--- src/rtl/aoi_arc_mon_pkg.sv ---
// ============================================================================
//  Module      : aoi_arc_mon_pkg
//  Description : Shared helpers for the AOI sensitised-arc activity monitor.
//  Revision    : 1.0 - initial release
// ============================================================================
`default_nettype none

package aoi_arc_mon_pkg;

    localparam int c_max_w = 64;

    typedef logic [c_max_w-1:0] vec_t;

    function automatic int n_arc(input int groups, input int inputs);
        return groups * inputs + 1;
    endfunction

    // Inverted OR of per-group ANDs; bit g*inputs+i is input i of group g.
    function automatic logic aoi_eval(input int groups, input int inputs, input vec_t vec);
        logic any_grp;
        logic grp;
        any_grp = 1'b0;
        for (int g = 0; g < groups; g++) begin
            grp = 1'b1;
            for (int i = 0; i < inputs; i++) begin
                grp = grp & vec[g*inputs+i];
            end
            any_grp = any_grp | grp;
        end
        return ~any_grp;
    endfunction

    function automatic vec_t sat_inc(input vec_t value, input int unsigned width);
        vec_t max_val;
        max_val = (width >= c_max_w) ? '1 : ((vec_t'(1) << width) - vec_t'(1));
        return (value >= max_val) ? max_val : value + vec_t'(1);
    endfunction

endpackage

`default_nettype wire

--- src/rtl/aoi_arc_sat_counter.sv ---
// ============================================================================
//  Module      : aoi_arc_sat_counter
//  Description : Saturating activity counter with synchronous clear.
//  Revision    : 1.0 - initial release
// ============================================================================
`default_nettype none

module aoi_arc_sat_counter
    import aoi_arc_mon_pkg::*;
#(
    parameter int CNT_W = 16
) (
    input  logic             clk,
    input  logic             rst,
    input  logic             clr,
    input  logic             inc,
    output logic [CNT_W-1:0] q
);

    logic [CNT_W-1:0] r_q;

    always_ff @(posedge clk) begin
        if (rst) begin
            r_q <= '0;
        end else if (clr) begin
            r_q <= '0;
        end else if (inc) begin
            r_q <= CNT_W'(sat_inc(vec_t'(r_q), CNT_W));
        end
    end

    assign q = r_q;

endmodule

`default_nettype wire

--- src/rtl/aoi_arc_activity_monitor.sv ---
// ============================================================================
//  Module      : aoi_arc_activity_monitor
//  Description : Registered AOI gate with per-input sensitised-arc counters.
//  Revision    : 1.0 - initial release
// ============================================================================
`default_nettype none

module aoi_arc_activity_monitor
    import aoi_arc_mon_pkg::*;
#(
    parameter int GROUPS = 3,
    parameter int INPUTS = 2,
    parameter int CNT_W  = 16
) (
    input  logic                                      clk,
    input  logic                                      rst,
    input  logic                                      en,
    input  logic [GROUPS*INPUTS-1:0]                  in,
    output logic                                      zn,
    input  logic                                      clr,
    input  logic                                      rd_req,
    input  logic [$clog2(n_arc(GROUPS, INPUTS))-1:0]  arc_sel,
    output logic                                      rd_ack,
    output logic [CNT_W-1:0]                          rd_data
);

    localparam int c_n_in  = GROUPS * INPUTS;
    localparam int c_n_arc = n_arc(GROUPS, INPUTS);

    logic                r_zn;
    logic [c_n_in-1:0]   r_prev;
    logic                r_pv;
    logic                r_rd_ack;
    logic [CNT_W-1:0]    r_rd_data;

    logic                w_f;
    logic [c_n_in-1:0]   w_d;
    logic                w_evt;
    logic                w_single;
    logic                w_multi;
    logic [c_n_arc-1:0]  w_inc;
    logic [CNT_W-1:0]    w_cnt [c_n_arc];
    logic [CNT_W-1:0]    w_rd_mux;

    assign w_f   = aoi_eval(GROUPS, INPUTS, vec_t'(in));
    assign w_d   = in ^ r_prev;
    assign w_evt = en & r_pv & (w_f != r_zn);

    // A nonzero vector with its lowest set bit cleared is zero iff exactly one bit changed.
    assign w_single = (w_d != '0) && ((w_d & (w_d - c_n_in'(1))) == '0);
    assign w_multi  = (w_d != '0) && !w_single;

    always_comb begin
        w_inc = '0;
        for (int j = 0; j < c_n_in; j++) begin
            w_inc[j] = w_evt & w_single & w_d[j];
        end
        w_inc[c_n_in] = w_evt & w_multi;
    end

    generate
        for (genvar j = 0; j < c_n_arc; j++) begin : g_arc
            aoi_arc_sat_counter #(
                .CNT_W (CNT_W)
            ) u_cnt (
                .clk (clk),
                .rst (rst),
                .clr (clr),
                .inc (w_inc[j]),
                .q   (w_cnt[j])
            );
        end
    endgenerate

    // Out-of-range selects fall through to zero.
    always_comb begin
        w_rd_mux = '0;
        for (int j = 0; j < c_n_arc; j++) begin
            if (int'(arc_sel) == j) begin
                w_rd_mux = w_cnt[j];
            end
        end
    end

    always_ff @(posedge clk) begin
        if (rst) begin
            r_zn      <= 1'b1;
            r_prev    <= '0;
            r_pv      <= 1'b0;
            r_rd_ack  <= 1'b0;
            r_rd_data <= '0;
        end else begin
            if (en) begin
                r_zn   <= w_f;
                r_prev <= in;
                r_pv   <= 1'b1;
            end
            r_rd_ack <= rd_req;
            if (rd_req) begin
                r_rd_data <= w_rd_mux;
            end
        end
    end

    assign zn      = r_zn;
    assign rd_ack  = r_rd_ack;
    assign rd_data = r_rd_data;

endmodule

`default_nettype wire

--- config.mk ---
export PLATFORM = sky130hd
export DESIGN_NAME = aoi_arc_activity_monitor
export DESIGN_NICKNAME = d
export VERILOG_FILES = /design/src/rtl/aoi_arc_mon_pkg.sv /design/src/rtl/aoi_arc_sat_counter.sv /design/src/rtl/aoi_arc_activity_monitor.sv
export SDC_FILE = /design/constraint.sdc
export NUM_CORES = 1
export LEC_CHECK = 0
export CAP_MARGIN = 20
export CORE_ASPECT_RATIO = 1.2
export CORE_MARGIN = 2
export CORE_UTILIZATION = 50
export CTS_BUF_LIST = sky130_fd_sc_hd__clkbuf_2 sky130_fd_sc_hd__clkbuf_4 sky130_fd_sc_hd__clkbuf_8
export DETAILED_ROUTE_END_ITERATION = 8
export PLACE_DENSITY = 0.7
export SYNTH_ARGS = -nofsm -noshare
export SYNTH_HDL_FRONTEND = slang
export SYNTH_SLANG_ARGS = --single-unit
--- constraint.sdc ---
create_clock -name clk -period 3.7 [get_ports clk]
set_input_delay 0.74 -clock clk [delete_from_list [all_inputs] [get_ports clk]]
set_output_delay 0.74 -clock clk [all_outputs]
set_load 0.05 [all_outputs]
**Word-level counts from Yosys, hierarchy flattened**

Cells that the tools add are included.
W data, S select, Z words.

- Flip-flop bits (word level): 137
- Input port bits: 14
- Output and inout port bits: 18
- Logic and storage cells: 73

- Add/sub/neg operators: 8
- $lt $le $gt $ge: 7
- Eq/ne operators: 7
- Mux-type cells: 14
- Bitwise gates (word level): 18
- Reduce and logical (&&, ||, !) cells: 7

Operators by type and width:

| kind | number |
|---|---|
| $mux W16 | 14 |
| $add A16 B1 Y16 const B | 7 |
| $ge A16 B16 Y1 const B | 7 |
| $and A1 B1 Y1 | 13 |
| $eq A3 B3 Y1 const B | 4 |
| $and A6 B6 Y6 | 1 |
| $eq A3 B2 Y1 const B | 2 |
| $logic_not A6 Y1 | 1 |
| $reduce_bool A6 Y1 | 1 |
| $sub A6 B1 Y6 const B | 1 |
| $xor A6 B6 Y6 | 1 |
| $logic_not A3 Y1 | 1 |
| $logic_and A1 B1 Y1 | 2 |
| $or A1 B1 Y1 | 2 |
| $reduce_or A2 Y1 | 1 |
| $logic_not A1 Y1 | 1 |
| $ne A1 B1 Y1 | 1 |
| $not A1 Y1 | 1 |

**Depth between registers and ports, before layout**

Gate-level depths: netlist of run 1.

- Word-level depth: 8
- Mapped depth: 9
- Mapped depth without buffers: 7

**Hierarchy**

Synthesis of run 1 repeated with hierarchy kept, for this count alone.

- Cell total of the unflattened synthesis: 785
- Area, all modules: 7444.6 sq um

By module, submodules not included:

| module | times used | cells an instance | area each (sq um) | sequential area each (sq um) |
|---|---|---|---|---|
| aoi_arc_sat_counter | 7 | 82 | 779.5 | 320.3 |
| aoi_arc_activity_monitor | 1 | 211 | 1988.2 | 500.5 |

**Worst setup path before layout of run 1**

OpenSTA, ideal clock, no wires.

- Path kind: input -> register
- Start: in in[1]
- End: reg g_arc[5].u_cnt.r_q[15]
- Library setup time: 0.132 ns
- Data arrival time: 2.802 ns
- Data required time: 3.568 ns
- Slack: 0.767 ns
- Stages: 6
- Path buffers: 0
- Cell sequence: a222oi_1 > mux2i_1 > or4_1 > nor4_1 > and4bb_2 > nor3_1

- Cells in the longest elaborated chain, start to end: 8
- Elaborated cells between the ends (all ways): 14
- Classes of those cells: add/sub (1); eq/ne (1); bitwise (9); reduce/logical (3)

Ends and longest elaborated chain:

| element | RTL line | RTL |
|---|---|---|
| start: declaration | aoi_arc_activity_monitor.sv:18 | `input logic [GROUPS*INPUTS-1:0] in,` |
| branches (longest 6 deep; another with $sub A6 B1 Y6) | - |  |
| $and A1 B1 Y1 (*) (2 in series) | aoi_arc_activity_monitor.sv:56 | `w_inc[j] = w_evt & w_single & w_d[j];` |
| end signal: assignment | aoi_arc_sat_counter.sv:28 | `r_q <= CNT_W'(sat_inc(vec_t'(r_q), CNT_W));` |
| end: declaration | aoi_arc_sat_counter.sv:20 | `logic [CNT_W-1:0] r_q;` |

Mark *: on every way between the ends.
A chain may end at the register's enable or synchronous reset.

**Final worst setup path of run 1**

- Start: in in[2]
- End: reg g_arc[0].u_cnt.r_q[5]

- Cells in the longest elaborated chain, start to end: 8
- Elaborated cells between the ends (all ways): 14
- Classes of those cells: add/sub (1); eq/ne (1); bitwise (9); reduce/logical (3)

Ends and longest elaborated chain:

| element | RTL line |
|---|---|
| branches (longest 6 deep; another with $sub A6 B1 Y6) | - |
| $and A1 B1 Y1 (*) (2 in series) | aoi_arc_activity_monitor.sv:56 |
| end signal: assignment | aoi_arc_sat_counter.sv:28 |
| end: declaration | aoi_arc_sat_counter.sv:20 |

Marks and branches as above.

==> results of run 1 <==
[layout by cell type, fill, tap and decap left out, types with 22 or more instances in the layout]
cell             count
dfxtp_1            137
nor2_1             102
a21oi_1             90
nand2_1             77
nand3_1             52
nor3_1              42
buf_4               42
and3_1              31
clkdlybuf4s50_1     31
mux2i_1             29
nor4_1              27
a211oi_1            25
a311oi_1            22
[critical path: stages]
cell	delay, ns
clkdlybuf4s50_1	0.57
xor2_1	0.18
a2111oi_0	0.70
o21ai_0	0.25
nor3_1	0.46
buf_4	0.26
a21oi_1	0.07
a211oi_1	0.23
[final cells by class]
class                   count  area [um2]
flip-flops and latches    137        2740
clock inverters            12         140
inverters                  21        78.8
multi-input cells         751        4600
clock buffers              20         269
repair buffers             74         646
well taps                 204         255
fillers                  1455        6220
[cell usage after synthesis (2+ instances only)]
master / n / area share (%)
nor4_1: 27 / 2.2
o311a_1: 2 / 0.26
or2_2: 4 / 0.33
nor2_1: 102 / 5.0
ha_1: 7 / 1.1
and2_1: 12 / 0.98
nand2b_1: 17 / 1.4
a311oi_1: 22 / 2.5
buf_2: 3 / 0.20
o21ai_0: 20 / 1.3
mux2i_1: 29 / 3.8
and4_1: 17 / 2.0
o211a_1: 2 / 0.26
xnor2_1: 20 / 2.3
inv_1: 21 / 1.0
a211oi_1: 25 / 2.5
a22o_1: 16 / 1.8
xor2_1: 6 / 0.69
a211o_1: 2 / 0.23
and3_1: 31 / 2.5
nor3_1: 42 / 2.8
nor2b_1: 7 / 0.57
nand4_1: 20 / 1.6
nand3_1: 52 / 3.4
a41o_1: 8 / 1.0
a21oi_1: 90 / 5.9
o221ai_1: 16 / 1.8
dfxtp_1: 137 / 36
nand2_1: 77 / 3.8
buf_1: 3 / 0.15
o211ai_1: 16 / 1.6
a31oi_1: 20 / 1.6
or4_1: 2 / 0.20
or3_1: 2 / 0.16
a41oi_1: 9 / 1.0
o21a_1: 5 / 0.49
clkbuf_1: 48 / 2.4
[state kept, by name (all words and copies together), names as in the netlist]
name           count
g_arc.u_cnt.q    112
zn                 1
rd_data           16
r_pv               1
rd_ack             1
r_prev             6
[per-stage QoR]
step,power (mW),cells
2_1_floorplan,1.70,963
3_3_place_gp,1.81,1187
3_5_place_dp,1.81,1187
4_1_cts,3.07,1219
5_1_grt,3.16,1219
6_report,3.04,1219
[cells by family (layout without fill, tap and decap cells)]
kind of cell | count (synthesis) | count (layout) | synth area share, %
flip-flops | 137 | 137 | 35.9
AO/OA/AOI/OAI | 266 | 266 | 24.0
adder cells (fa/ha/maj) | 8 | 8 | 1.28
multiplexers | 30 | 30 | 3.95
XOR/XNOR | 26 | 26 | 2.98
buffers and inverters | 75 | 127 | 3.74
AND/OR/NAND/NOR | 421 | 421 | 28.1
[layer usage]
metal | GRT usage (%) | share of wire (%) | vias up
met5 | 0 | 0 | -
met4 | 14.5 | 4.8 | 0
met3 | 5.57 | 5.8 | 69
met2 | 46.4 | 49 | 257
met1 | 34.5 | 41 | 3568
li1 | - | - | 3730
[final timing paths]
kind,from,to,slack [ns],depth (start not counted)
max,in[2],g_arc[0].u_cnt.q[5]$_SDFFE_PP0P_,0.60,8
min,rd_data[9]$_SDFFE_PP0P_,rd_data[9]$_SDFFE_PP0P_,0.47,2
max reg2reg,r_prev[2]$_SDFFE_PP0P_,g_arc[0].u_cnt.q[5]$_SDFFE_PP0P_,1.06,7
min reg2reg,rd_data[9]$_SDFFE_PP0P_,rd_data[9]$_SDFFE_PP0P_,0.47,2
[power breakdown]
group | total [mW] | internal, mW | switching, mW
Clock | 1.27 | 0.649 | 0.617
Sequential | 1.49 | 1.48 | 0.00877
Combinational | 0.286 | 0.102 | 0.184
Total | 3.04 | 2.23 | 0.810
==> impl_metrics.toml, run 1 <==
[floorplan]
die_h_um = 139
core_area_um2 = 15000
initial_utilization_pct = 51.0
fp.dieW_um = 117
die_area_um2 = 16300
boundaryPins = 32
row_count = 49

[sta]
hold_viol = 0
hold_ws_ns = 0.470
setup_slack_ns = 0.598
period_share_pct = 83.8
slew-limit-headroom_pct = 29.0
max_freq_mhz = 322
worstMarginPinSlew_ns = 1.06
period_needed_ns = 3.10
rsz0062_at_grt = "false"
fin_setup_tns_ns = 0
drv_slew = 0
setup_viol = 0
finClkSkew_ns = 0.0102

[pwr]
power_density_nw_per_um2 = 349
power.leakage_nw = 2.98
ir_drop_v = 0.000204

[cells_and_area]
antennaDiodeCount = 0
syn2layout_area_growth_pct = 14.5
fin_nets = 1023
drive_above_1_share_pct = 8.67
final_cell_area_um2 = 8740
post-route-util_pct = 58.4

[logic_synthesis]
synth-edff-count = 0
ys_ff_latch = 137
syn_inst = 963
synth_fp_nets = 984
synth_cell_types = 61
yosysSeqAreaShare_pct = 35.9
synthArstFlopShare_pct = 0
synth.avg_cell_area_um2 = 7.92
syn_area_um2 = 7630
synth_ff_type = "dfxtp_1"
ys_warn_count = 0

[routing]
routed-via-count = 7624
via_per_inst = 6.25
drt_pass1_iterations = 6
drtIter0Drc = 804
ant_nets = 0
drc = 0
wirelength_mm = 22.1
wl_per_cell_um = 18.1

[grt]
grt_pass1_vias = 7109
grt_pass1_wl_mm = 36.1
antenna_found_initial = 0
track_usage_pct = 28.2
grt_max_degree = 42
grt-ovfl-total = 0

[cts]
cts_tree = "yes"
cts_root_buf = "clkbuf_8"
clockBufferDepth = 2
clkLatencyLatePin_ns = 0.46
ctsResizeCount = 0
cts_setup_buffers = 0
cts_buffers = 17
clk_transition_reported_paths_ns = 0.08
holdBufCountCts = 0
clock-sinks = 137
h-tree-depth = 4

[flow_run]
cap_violations = 0

[place]
gp_congestion = 0.909
dp_slack_ns = 0.180
hpwl_mm = 16.4
io_buffers = 31
placed_cell_area_um2 = 8330

[critical_path]
crit_path_start_kind = "input port"
crit_path_end_kind = "flip-flop"
cp.required_ns = 4.06
crit_arrival_ns = 3.46
crit_type = "in -> reg"
crit_fanout = 9

[outcome]
status = "finished clean"

[min_path]
hold_path.class = "reg -> reg"
Power figures use the tool's default switching activity.
==> run 2: changes to the inputs <==
==> constraint.sdc (replaced) <==
create_clock -name clk -period 2.9 [get_ports clk]
set_input_delay 0.58 -clock clk [delete_from_list [all_inputs] [get_ports clk]]
set_output_delay 0.58 -clock clk [all_outputs]
set_load 0.05 [all_outputs]
==> run 2 against run 1 <==
Worst setup slack lost 0.43 ns. Non-clock buffer count grew 55. Flip-flop and latch count is the same. Critical path depth grew 1. Sequential share of layout area shrank 1.4 points. Clock power grew 19%. Largest cell class unchanged. Via count grew 2.5%. Sequential power grew 28%. Highest routed layer unchanged. Final cell count grew 4.5%. Final area grew 4.5%. Register-to-register slack lost 0.54 ns. Die area is the same.
==> impl_metrics.toml, run 2 (same netlist as run 1, synthesis figures left out) <==
[outcome]
status = "finished clean"

[cts]
cts_buffers = 17
clockBufferDepth = 2
clkLatencyLatePin_ns = 0.46
h-tree-depth = 4
clk_transition_reported_paths_ns = 0.08
cts_setup_buffers = 0
holdBufCountCts = 0
ctsResizeCount = 0
cts_tree = "yes"
cts_root_buf = "clkbuf_8"
clock-sinks = 137

[grt]
grt_max_degree = 42
track_usage_pct = 28.0
antenna_found_initial = 0
grt-ovfl-total = 0
grt_pass1_wl_mm = 36.1
grt_pass1_vias = 7271

[critical_path]
cp.depth = 9
crit_path_end_kind = "flip-flop"
critPathTopFamily = "compound AO/OA/AOI/OAI gates"
path_buf_inv = 3
crit_chain = "clkdlybuf4s50_1, buf_4, xnor2_1, maj3_1, a211o_1, a2111oi_2, buf_4, nor2b_1, a311oi_1"
crit_arrival_ns = 3.07
cp_common_cell = "buf_4"
cp.required_ns = 3.24
crit_fanout = 7
cp_slowest_cell = "clkdlybuf4s50_1"
critPathMaxStageDelay_ns = 0.42
crit_type = "in -> reg"
crit_path_start_kind = "input port"
r2r_cells = 7

[floorplan]
die_area_um2 = 16300
initial_utilization_pct = 51.0
boundaryPins = 32
fp.dieW_um = 117
core_area_um2 = 15000
row_count = 49
die_h_um = 139

[place]
gp_congestion = 0.912
dp.cells = 1242
io_buffers = 31
dp_slack_ns = -0.278
placed_cell_area_um2 = 8750
hpwl_mm = 16.6

[pwr]
ir_drop_v = 0.000261
power_mw = 3.85
clkPwrFrac_pct = 39.3
p_seq_share_pct = 49.5
power_switching_mw = 1.02
switching_share_pct = 26.5
internal-power_mw = 2.83
power.leakage_nw = 3.25
power_density_nw_per_um2 = 421
comb_power_share_pct = 11.1

[min_path]
min_path_cells = 2
hold_path.class = "reg -> reg"

[sta]
slew-limit-headroom_pct = 24.1
drv_slew = 0
setup_slack_ns = 0.168
max_freq_mhz = 366
finClkSkew_ns = 0.0101
period_needed_ns = 2.73
worstMarginPinSlew_ns = 1.14
period_share_pct = 94.2
hold_viol = 0
setup_viol = 0
rsz0062_at_grt = "false"

[routing]
via_per_inst = 6.13
drc = 0
drtIter0Drc = 826
wirelength_mm = 22.4
ant_nets = 0
routed-via-count = 7815
drt_pass1_iterations = 6
wl_per_cell_um = 17.6

[cells_and_area]
syn2layout_area_growth_pct = 19.7
final_cell_area_um2 = 9130
fin_nets = 1078
largest_register_ffs = 112
fin_cells = 1274
final_common_cell = "dfxtp_1"
antennaDiodeCount = 0
layout_common_cells = "dfxtp_1, nor2_1, buf_4"
drive_above_1_share_pct = 13.4

[flow_run]
cap_violations = 0
==> run 2: cell types whose count changed in the layout (fill, tap and decap cells not counted), sizes merged <==
cell      before  now
bufinv         2    1
clkbuf        20   21
inv           24   22
buf           43   98
clkinvlp       3    2
clkinv         4    7
==> run 2: worst paths after layout <==
path / start / end / slack, ns
max: in[3] / g_arc[6].u_cnt.q[10]$_SDFFE_PP0P_ / 0.17
min: rd_data[9]$_SDFFE_PP0P_ / rd_data[9]$_SDFFE_PP0P_ / 0.47
max reg2reg: r_prev[3]$_SDFFE_PP0P_ / g_arc[6].u_cnt.q[10]$_SDFFE_PP0P_ / 0.52
min reg2reg: rd_data[9]$_SDFFE_PP0P_ / rd_data[9]$_SDFFE_PP0P_ / 0.47
==> run 2: per-stage QoR <==
step                utilization (%)  TNS, ns  hold slack [ns]
floorplan                         -        0            0.441
global placement               58.5    -6.54            0.455
detailed placement             58.5    -7.90            0.459
CTS                            61.0        0            0.471
global route                   61.0        0            0.489
finish                         61.0        0            0.470
==> run 2: worst reg2reg max path, stage by stage, from the launching register on <==
cell and delay (ns):
dfxtp_1 0.37, xnor2_1 0.16, maj3_1 0.42, a211o_1 0.42, a2111oi_2 0.39, buf_4 0.21, nor2b_1 0.18, a311oi_1 0.11
==> run 2: metal layers <==
layer / GRT usage (%) / share of wire (%) / up-vias
met5: 0 / 0 / -
met2: 47.4 / 50 / 236
li1: - / - / 3845
met4: 12.0 / 3.4 / 0
met3: 5.49 / 4.8 / 64
met1: 34.2 / 42 / 3670
==> run 2: area by class of cell <==
type	count	area [um2]
clock buffer	21	283
clock inverter	11	96.3
fill	1395	5830
inverter	21	78.8
multi-input combinational	751	4600
sequential	137	2740
tap	204	255
timing repair buffer	129	1070
==> run 2: power by group through the flow <==
stage	Sequential [mW]	Combinational [mW]	Clock (mW)
6_report	1.90	0.428	1.51
3_3_place_gp	1.95	0.420	0
5_1_grt	1.91	0.460	1.62
2_1_floorplan	1.97	0.194	0
4_1_cts	1.90	0.425	1.54
3_5_place_dp	1.95	0.423	0
